$ cat config.mk
export PLATFORM = sky130hd
export DESIGN_NAME = aib_chn_bond
export DESIGN_NICKNAME = d
export VERILOG_FILES = /design/src/rtl/aib_pkg.sv /design/src/rtl/aib_sync_fifo.sv /design/src/rtl/aib_chn_bond.sv
export SDC_FILE = /design/constraint.sdc
export NUM_CORES = 2
export LEC_CHECK = 0
export BUFFER_PORTS_ARGS = -buffer_cell sky130_fd_sc_hd__buf_2
export CORE_UTILIZATION = 41
export DETAILED_ROUTE_END_ITERATION = 10
export HOLD_SLACK_MARGIN = 0.05
export PLACE_DENSITY = 0.56
export SKIP_CTS_REPAIR_TIMING = 1
export SYNTH_ARGS = -nofsm -noshare
export SYNTH_HDL_FRONTEND = slang
export SYNTH_SLANG_ARGS = --single-unit
export TNS_END_PERCENT = 5
$ cat constraint.sdc
create_clock -name i_bus_clk -period 7.8 [get_ports i_bus_clk]
set_input_delay 0 -clock i_bus_clk [delete_from_list [all_inputs] [get_ports i_bus_clk]]
set_output_delay 0 -clock i_bus_clk [all_outputs]
set_load 0.05 [all_outputs]
$ cat src/rtl/aib_pkg.sv
// Shared constants and helpers for the bonded AIB channel adapter.
// Defaults match a 4 x 72-bit bonded link with 8-deep rx deskew buffering.
package aib_pkg;

   localparam int AIB_NUM_CHN         = 4;
   localparam int AIB_DATA_W          = 72;
   localparam int AIB_BOND_FIFO_DEPTH = 8;

   // LSB position of lane 'lane' inside a bonded word of per-lane width 'width'.
   function automatic int lane_lsb(input int lane, input int width);
      return lane * width;
   endfunction

endpackage

$ cat src/rtl/aib_sync_fifo.sv
// First-word-fall-through FIFO: a push in cycle t is at the head in t+1; head reads 0 when empty.
// Pushes while full and pops while empty are ignored; i_flush empties it and wins over push/pop.
module aib_sync_fifo #(
   parameter int WIDTH = 72,
   parameter int DEPTH = 8
) (
   input  logic             i_bus_clk,
   input  logic             i_rst_n,
   input  logic             i_flush,
   input  logic             i_push,
   input  logic [WIDTH-1:0] i_push_data,
   input  logic             i_pop,
   output logic [WIDTH-1:0] o_pop_data,
   output logic             o_full,
   output logic             o_empty
);

   localparam int AW = $clog2(DEPTH);
   localparam int CW = $clog2(DEPTH + 1);

   logic [AW-1:0]    wr_ptr_q, wr_ptr_d;
   logic [AW-1:0]    rd_ptr_q, rd_ptr_d;
   logic [CW-1:0]    count_q, count_d;
   logic [WIDTH-1:0] mem_q [DEPTH];
   logic             do_push, do_pop;

   assign o_full     = (count_q == CW'(DEPTH));
   assign o_empty    = (count_q == '0);
   assign do_push    = i_push & ~o_full & ~i_flush;
   assign do_pop     = i_pop & ~o_empty & ~i_flush;
   assign o_pop_data = o_empty ? '0 : mem_q[rd_ptr_q];

   // DEPTH is a power of two, so the pointers wrap by natural overflow.
   always_comb begin
      wr_ptr_d = wr_ptr_q;
      rd_ptr_d = rd_ptr_q;
      count_d  = count_q;
      if (i_flush) begin
         wr_ptr_d = '0;
         rd_ptr_d = '0;
         count_d  = '0;
      end else begin
         if (do_push) wr_ptr_d = wr_ptr_q + AW'(1);
         if (do_pop)  rd_ptr_d = rd_ptr_q + AW'(1);
         if (do_push && !do_pop)      count_d = count_q + CW'(1);
         else if (!do_push && do_pop) count_d = count_q - CW'(1);
      end
   end

   always_ff @(posedge i_bus_clk) begin
      if (!i_rst_n) begin
         wr_ptr_q <= '0;
         rd_ptr_q <= '0;
         count_q  <= '0;
      end else begin
         wr_ptr_q <= wr_ptr_d;
         rd_ptr_q <= rd_ptr_d;
         count_q  <= count_d;
      end
   end

   always_ff @(posedge i_bus_clk) begin
      if (do_push) mem_q[wr_ptr_q] <= i_push_data;
   end

endmodule

$ cat src/rtl/aib_chn_bond.sv
// Bonds NUM_CHN AIB channels: tx eagerly forks one wide word (0 latency), rx deskews lanes (1 cycle).
// Wide tx ready waits for every enabled lane; per-lane rx ready drops only when that lane's FIFO is full.
module aib_chn_bond
   import aib_pkg::*;
#(
   parameter int NUM_CHN    = AIB_NUM_CHN,
   parameter int DATA_W     = AIB_DATA_W,
   parameter int FIFO_DEPTH = AIB_BOND_FIFO_DEPTH
) (
   input  logic                        i_bus_clk,
   input  logic                        i_rst_n,
   input  logic [NUM_CHN-1:0]          c_chn_en,
   input  logic                        i_flush,
   input  logic                        i_tx_valid,
   output logic                        o_tx_ready,
   input  logic [NUM_CHN*DATA_W-1:0]   i_tx_data,
   output logic [NUM_CHN-1:0]          o_chn_tx_valid,
   input  logic [NUM_CHN-1:0]          i_chn_tx_ready,
   output logic [NUM_CHN*DATA_W-1:0]   o_chn_tx_data,
   input  logic [NUM_CHN-1:0]          i_chn_rx_valid,
   output logic [NUM_CHN-1:0]          o_chn_rx_ready,
   input  logic [NUM_CHN*DATA_W-1:0]   i_chn_rx_data,
   output logic                        o_rx_valid,
   input  logic                        i_rx_ready,
   output logic [NUM_CHN*DATA_W-1:0]   o_rx_data,
   output logic                        o_skew_err
);

   logic [NUM_CHN-1:0] done_q, done_d;
   logic [NUM_CHN-1:0] fifo_full, fifo_empty, fifo_push;
   logic               pop_all;
   logic               skew_cond;
   logic               skew_q, skew_d;

   // done[k] marks lanes of the current word already handed to their channel.
   assign o_chn_tx_valid = {NUM_CHN{i_tx_valid}} & c_chn_en & ~done_q;
   assign o_tx_ready     = &(~c_chn_en | done_q | i_chn_tx_ready);

   always_comb begin
      done_d = done_q | (o_chn_tx_valid & i_chn_tx_ready);
      if (i_flush || (i_tx_valid && o_tx_ready)) done_d = '0;
   end

   assign o_chn_rx_ready = ~fifo_full | ~c_chn_en;
   assign fifo_push      = i_chn_rx_valid & c_chn_en & ~fifo_full;
   assign o_rx_valid     = (|c_chn_en) & ~(|(c_chn_en & fifo_empty));
   assign pop_all        = o_rx_valid & i_rx_ready;

   // One lane starved while another is saturated can never resolve on its own.
   assign skew_cond = (|(c_chn_en & fifo_full)) & (|(c_chn_en & fifo_empty));
   assign skew_d    = i_flush ? 1'b0 : (skew_q | skew_cond);
   assign o_skew_err = skew_q;

   for (genvar k = 0; k < NUM_CHN; k++) begin : gen_lane
      localparam int LSB = lane_lsb(k, DATA_W);
      logic [DATA_W-1:0] head;

      assign o_chn_tx_data[LSB +: DATA_W] = c_chn_en[k] ? i_tx_data[LSB +: DATA_W] : '0;
      assign o_rx_data[LSB +: DATA_W]     = c_chn_en[k] ? head : '0;

      aib_sync_fifo #(
         .WIDTH (DATA_W),
         .DEPTH (FIFO_DEPTH)
      ) u_fifo (
         .i_bus_clk   (i_bus_clk),
         .i_rst_n     (i_rst_n),
         .i_flush     (i_flush),
         .i_push      (fifo_push[k]),
         .i_push_data (i_chn_rx_data[LSB +: DATA_W]),
         .i_pop       (pop_all & c_chn_en[k]),
         .o_pop_data  (head),
         .o_full      (fifo_full[k]),
         .o_empty     (fifo_empty[k])
      );
   end

   always_ff @(posedge i_bus_clk) begin
      if (!i_rst_n) begin
         done_q <= '0;
         skew_q <= 1'b0;
      end else begin
         done_q <= done_d;
         skew_q <= skew_d;
      end
   end

endmodule

-- Word level (Yosys, flattened, before mapping)
Memory sizes are Yosys's and may differ from the RTL's. A register that Yosys moved wholly into a read port is not among the register bits.
Index checks and enable logic that the tools add are counted.
- reduce and logical (&&, ||, !) cells: 32
- $add $sub $neg: 16
- equal/unequal tests: 4
- mux-type cells: 36
- bitwise operators: 49
- operators with widths (operator ; number):
    two-way mux 72 bit ; 12
    two-way mux 4 bit ; 8
    AND 4 bit ; 7
    adder 3 x 1 -> 3 bit (second input constant) ; 8
    two-way mux 3 bit ; 8
    AND 1 bit ; 23
    adder 4 x 1 -> 4 bit (second input constant) ; 4
    equality test 4 bit (second input constant) ; 4
    zero test 4 bit ; 4
    OR 4 bit ; 4
    subtractor 4 x 1 -> 4 bit (second input constant) ; 4
    inverter 4 bit ; 3
    OR reduction 4 bit ; 3
    inverter 1 bit ; 11
    logical AND 1 bit ; 9
    zero test 1 bit ; 8
    two-way mux 1 bit ; 8
    nonzero test 2 bit ; 4
    AND reduction 4 bit ; 1
    OR reduction 2 bit ; 2
    logical OR 1 bit ; 1
    OR 1 bit ; 1
- memories kept: 4
- input port bits: 593
- memory bits (writable): 2304
- output and inout port bits: 587
- logic and storage cells: 155
- flip-flop bits (word level): 45
- memory list (memory ; depth ; bits a word ; rd ports ; clocked after memory_dff ; wr ports ; RTL line ; source):
    gen_lane[0].u_fifo.mem_q ; 8 ; 72 ; 1 ; 1 ; 1 ; aib_sync_fifo.sv:24 ; logic [WIDTH-1:0] mem_q [DEPTH];
    gen_lane[1].u_fifo.mem_q ; 8 ; 72 ; 1 ; 1 ; 1 ; aib_sync_fifo.sv:24 ;
    gen_lane[2].u_fifo.mem_q ; 8 ; 72 ; 1 ; 1 ; 1 ; aib_sync_fifo.sv:24 ;
    gen_lane[3].u_fifo.mem_q ; 8 ; 72 ; 1 ; 1 ; 1 ; aib_sync_fifo.sv:24 ;

-- Logic depth before layout (Yosys ltp)
- word-level depth: 12
- gate-level depth with buffers: 13
- mapped depth without buffers: 13

-- Cells and area by module
From an unflattened synthesis, not the netlist that was laid out.
- cells, all modules: 4646
- area total of the unflattened synthesis: 94416.8 um2
- by module, submodules not included (module ; instances ; cells each ; area each (um2) ; sequential area each (um2)):
    aib_sync_fifo ; 4 ; 987 ; 22529.1 ; 17556.8
    aib_chn_bond ; 1 ; 698 ; 4300.4 ; 100.1

-- Worst setup path after synthesis
Ideal clock, no wire load.
- path type: reg2reg
- start: reg gen_lane[2].u_fifo.count_q[0]
- end: mem gen_lane[2].u_fifo.mem_q[0][0], enable pin
- stages on the path, launching flop included: 5
- arrival: 5.980 ns
- library setup time: 0.591 ns
- clock period less this slack: 6.570 ns
- path slack: 1.230 ns
- required time: 7.209 ns
- path buffers: 0
- cell sequence: dfxtp_1 nor3_1 a211oi_2 nand2b_1 nor3_1
- word-level cells in the longest chain between the ends: 7
- elaborated cells between the ends (all ways): 8
- classes of those cells: 1 x eq/ne; 2 x mux; 5 x bitwise
- ends and longest elaborated chain (item ; RTL line ; source):
    start, declared ; aib_sync_fifo.sv:23 ; logic [CW-1:0] count_q, count_d;
    start signal, assigned ; aib_sync_fifo.sv:58 ; count_q <= count_d;
    equality test 4 bit * ; aib_sync_fifo.sv:27 ; assign o_full = (count_q == CW'(DEPTH));
    inverter 4 bit ; aib_chn_bond.sv:45 ; assign fifo_push = i_chn_rx_valid & c_chn_en & ~fifo_full;
    AND 4 bit ; aib_chn_bond.sv:45 ;
    AND 1 bit * (2 in series) ; aib_sync_fifo.sv:29 ; assign do_push = i_push & ~o_full & ~i_flush;
    via gen_lane[2].u_fifo.do_push ; aib_sync_fifo.sv:25 ; logic do_push, do_pop;
    two-way mux 1 bit * ; aib_sync_fifo.sv:63 ; if (do_push) mem_q[wr_ptr_q] <= i_push_data;
    two-way mux 1 bit (not written as such) * ; aib_sync_fifo.sv:63 ;
    end, declared ; aib_sync_fifo.sv:24 ;
Mark *: on every way through the listed nets, which the timed path passes. The rest lies on a longest branch.

==> impl_metrics.csv <==
group,metric,value,unit
outcome,status,"complete, no violations",
worst_setup_path,cp-end-kind,"output port",
timing,clock.fmax,0.242,GHz
timing,maxSlewHeadroom,19.6,%
timing,worst_pin_slew,1.21,ns
worst_setup_path,cp.required,7.80,ns
timing,hold_violations,0,
drt,routed_wl,320,mm
place,dpl_worst_slack,4.04,ns
synthesis,synth-edff-count,2304,
drt,wl_met1,132,mm
synthesis,yosys.cell_types.count,40,
drt,antenna_left,0,
drt,drt_first_pass_iters,6,
grt,grt_max_degree,109,
timing,drv_slew,0,
finish,final_layout_size_suffix_gt1_share,35.0,%
hold_path,hp-start,"i_chn_rx_data[250]",
timing,skew,0.0393,ns
timing,fin_crit_sh,53.1,%
floorplanning,dieArea,226000,sq um
synthesis,syn-cell-area,92000,sq um
worst_setup_path,reg2regPathDepth,13,
timing,setup_viol,0,
drt,drt_iter0_drc,6058,
hold_path,whs_path_depth,2,
power_and_ir_drop,ir_drop,208,uV
hold_path,hold_end,"gen_lane[3].u_fifo.mem_q[4][34]$_DFFE_PP_",
drt,wl_met2,142,mm
finish,layout_commonest_cell,"edfxtp_1",
timing,setup_ws,3.66,ns
drt,wl_met3,36.4,mm
finish,fin_util,51.6,%
clock_network,tritoncts,"yes",
clock_network,clk_pin_slew,0.06,ns
place,place_area,101000,sq um
floorplanning,dieHeight,476,um
place,post-place-cells,8297,
worst_setup_path,cp_top_family,"buffers and inverters",
synthesis,syn_nets,4912,
place,globalplace.congestion,1.01,
clock_network,clkLatencyLatePin,0.87,ns
drt,highest_layer,"met5",
grt,track_usage,27.8,%
place,numPortBuffers,1179,
clock_network,clock_path_buffers,3,
worst_setup_path,worstPathMaxFanout,63,
timing,tns,0,ns
drt,wl_per_cell,34.0,um
finish,final_cells,9405,
power_and_ir_drop,power,26.9,mW
floorplanning,initial_core_util,41.3,%
power_and_ir_drop,powerDensity,234,nW/um^2
floorplanning,rows,173,
power_and_ir_drop,static-leakage-power,38.4,nW
place,place_hpwl,222,mm
hold_path,hold_path_class,"in -> reg",
clock_network,htreeDepth,4,
worst_setup_path,max_stage_delay,0.89,ns
drt,avgViaCountPerCell,5.54,
synthesis,ys_seq_area_share,76.4,%
clock_network,cts_sinks,2361,
grt,grt_pass1_wl,422,mm
worst_setup_path,critPathBufInv,2,
drt,drc,0,
drt,vias,52118,
finish,fin_nets,6751,
grt,overflow,0,
worst_setup_path,arrival,4.14,ns
synthesis,syn_inst,4295,
clock_network,numCtsBuffers,238,
floorplanning,fp.dieW,476,um
job,drv_cap,0,
worst_setup_path,r2r_start,"gen_lane[0].u_fifo.count_q[0]$_SDFFE_PP0P_",
clock_network,clock-root-buffer,"clkbuf_16",
synthesis,synthArstFlopShare,0,%
synthesis,ys.flop_type,"edfxtp_1",
worst_setup_path,reg2reg_to,"gen_lane[0].u_fifo.count_q[3]$_SDFFE_PP0P_",
synthesis,avgSynthCellArea,21.4,sq um
floorplanning,fp.coreArea,223000,sq um
worst_setup_path,ff2ff_setup_slack,4.02,ns
synthesis,ys_warn_count,0,
grt,grt_pass1_vias,48523,
worst_setup_path,crit_chain,"buf_4 -> mux4_2 -> mux2i_1 -> nor2_1 -> buf_2",
grt,antenna_found_initial,182,
finish,syn2layout_area_growth,25.0,%
floorplanning,io_pins,1180,
timing,fin_crit,4.14,ns
finish,fin_area,115000,sq um
worst_setup_path,crit_type,"reg -> out",
worst_setup_path,slowest_stage,"buf_4",
synthesis,ys_seq_elements,2361,
worst_setup_path,cp-start-kind,"flip-flop",
finish,final_cell_mix,"edfxtp_1 (2,304), buf_2 (1,178), mux4_2 (576)",
timing,whs,0.0545,ns
timing,rsz0062_at_grt,"false",
-- report_power, final --
group / switching (mW) / internal, mW / total (mW)
sequential: 0.0168 / 14.0 / 14.0
clock: 4.80 / 6.45 / 11.3
combinational: 1.19 / 0.504 / 1.70
-- cell type report --
cell class                      count  area (sq um)
Fill cell                       18171        108000
Sequential cell                  2361         70400
Multi-Input combinational cell   1697         20700
Timing Repair Buffer             1831         12300
Clock buffer                      287          6250
Tap cell                         2975          3720
Clock inverter                    143          1390
Antenna cell                      106           265
Inverter                            5          18.8
-- synth_stat cells (3+ instances only) --
cell type / instances / area share, %
edfxtp_1: 2304 / 75
mux4_2: 576 / 14
nor2_1: 359 / 1.5
mux2i_1: 300 / 3.3
and2_1: 288 / 2.0
clkbuf_1: 101 / 0.41
buf_2: 90 / 0.49
dfxtp_1: 57 / 1.2
buf_6: 32 / 0.39
a21oi_1: 23 / 0.13
ha_1: 20 / 0.27
nand2b_1: 20 / 0.14
nand2_1: 17 / 0.069
xor2_1: 16 / 0.15
nor3_1: 11 / 0.060
xnor2_1: 9 / 0.086
buf_1: 8 / 0.033
nand3_1: 8 / 0.044
a21o_1: 5 / 0.041
inv_1: 5 / 0.020
nand4_1: 5 / 0.034
and3b_1: 4 / 0.038
fa_1: 4 / 0.087
nor3b_1: 4 / 0.033
nor4_1: 4 / 0.027
o21ai_0: 4 / 0.022
or3_1: 4 / 0.027
a211oi_2: 3 / 0.041
o41ai_1: 3 / 0.029
-- kinds of logic (layout without fill, tap and decap cells) --
logic type / count (synthesis) / in the layout / share of synthesized area (%)
buffers and inverters: 237 / 2266 / 1.35
AO/OA/AOI/OAI: 41 / 41 / 0.305
adder cells (fa/ha/maj): 24 / 24 / 0.359
other: 0 / 106 / 0
XOR/XNOR: 25 / 25 / 0.238
flip-flops: 2361 / 2361 / 76.4
AND/OR/NAND/NOR: 731 / 731 / 3.97
multiplexers: 876 / 876 / 17.4
-- per-layer routing --
metal	vias up	track usage (%)
li1	21303	-
met1	27637	38.7
met2	2600	40.5
met5	-	0
met4	60	8.07
met3	518	10.7
-- worst max-delay path by stage --
stage                                                    start                                       end  slack [ns]  cells after the start
floorplan           gen_lane[2].u_fifo.count_q[0]$_SDFFE_PP0P_  gen_lane[2].u_fifo.mem_q[0][0]$_DFFE_PP_        1.23                      4
global placement    gen_lane[1].u_fifo.count_q[0]$_SDFFE_PP0P_  gen_lane[1].u_fifo.mem_q[4][6]$_DFFE_PP_        4.12                      5
detailed placement  gen_lane[1].u_fifo.count_q[0]$_SDFFE_PP0P_  gen_lane[1].u_fifo.mem_q[4][6]$_DFFE_PP_        4.04                      5
CTS                                                  flip-flop                            o_rx_data[262]        3.54                      5
global route                                         flip-flop                            o_rx_data[274]        3.44                      5
finish                                               flip-flop                            o_rx_data[187]        3.66                      5
-- state kept, by name (all words and copies together), names as in the netlist, named ones only --
| name | flops |
|---|---|
| gen_lane.u_fifo.wr_ptr_q | 12 |
| gen_lane.u_fifo.rd_ptr_q | 12 |
| done_q | 4 |
| gen_lane.u_fifo.count_q | 16 |
| o_skew_err | 1 |
| gen_lane.u_fifo.mem_q | 2304 |
No activity file was read; power rests on OpenSTA's default activity.
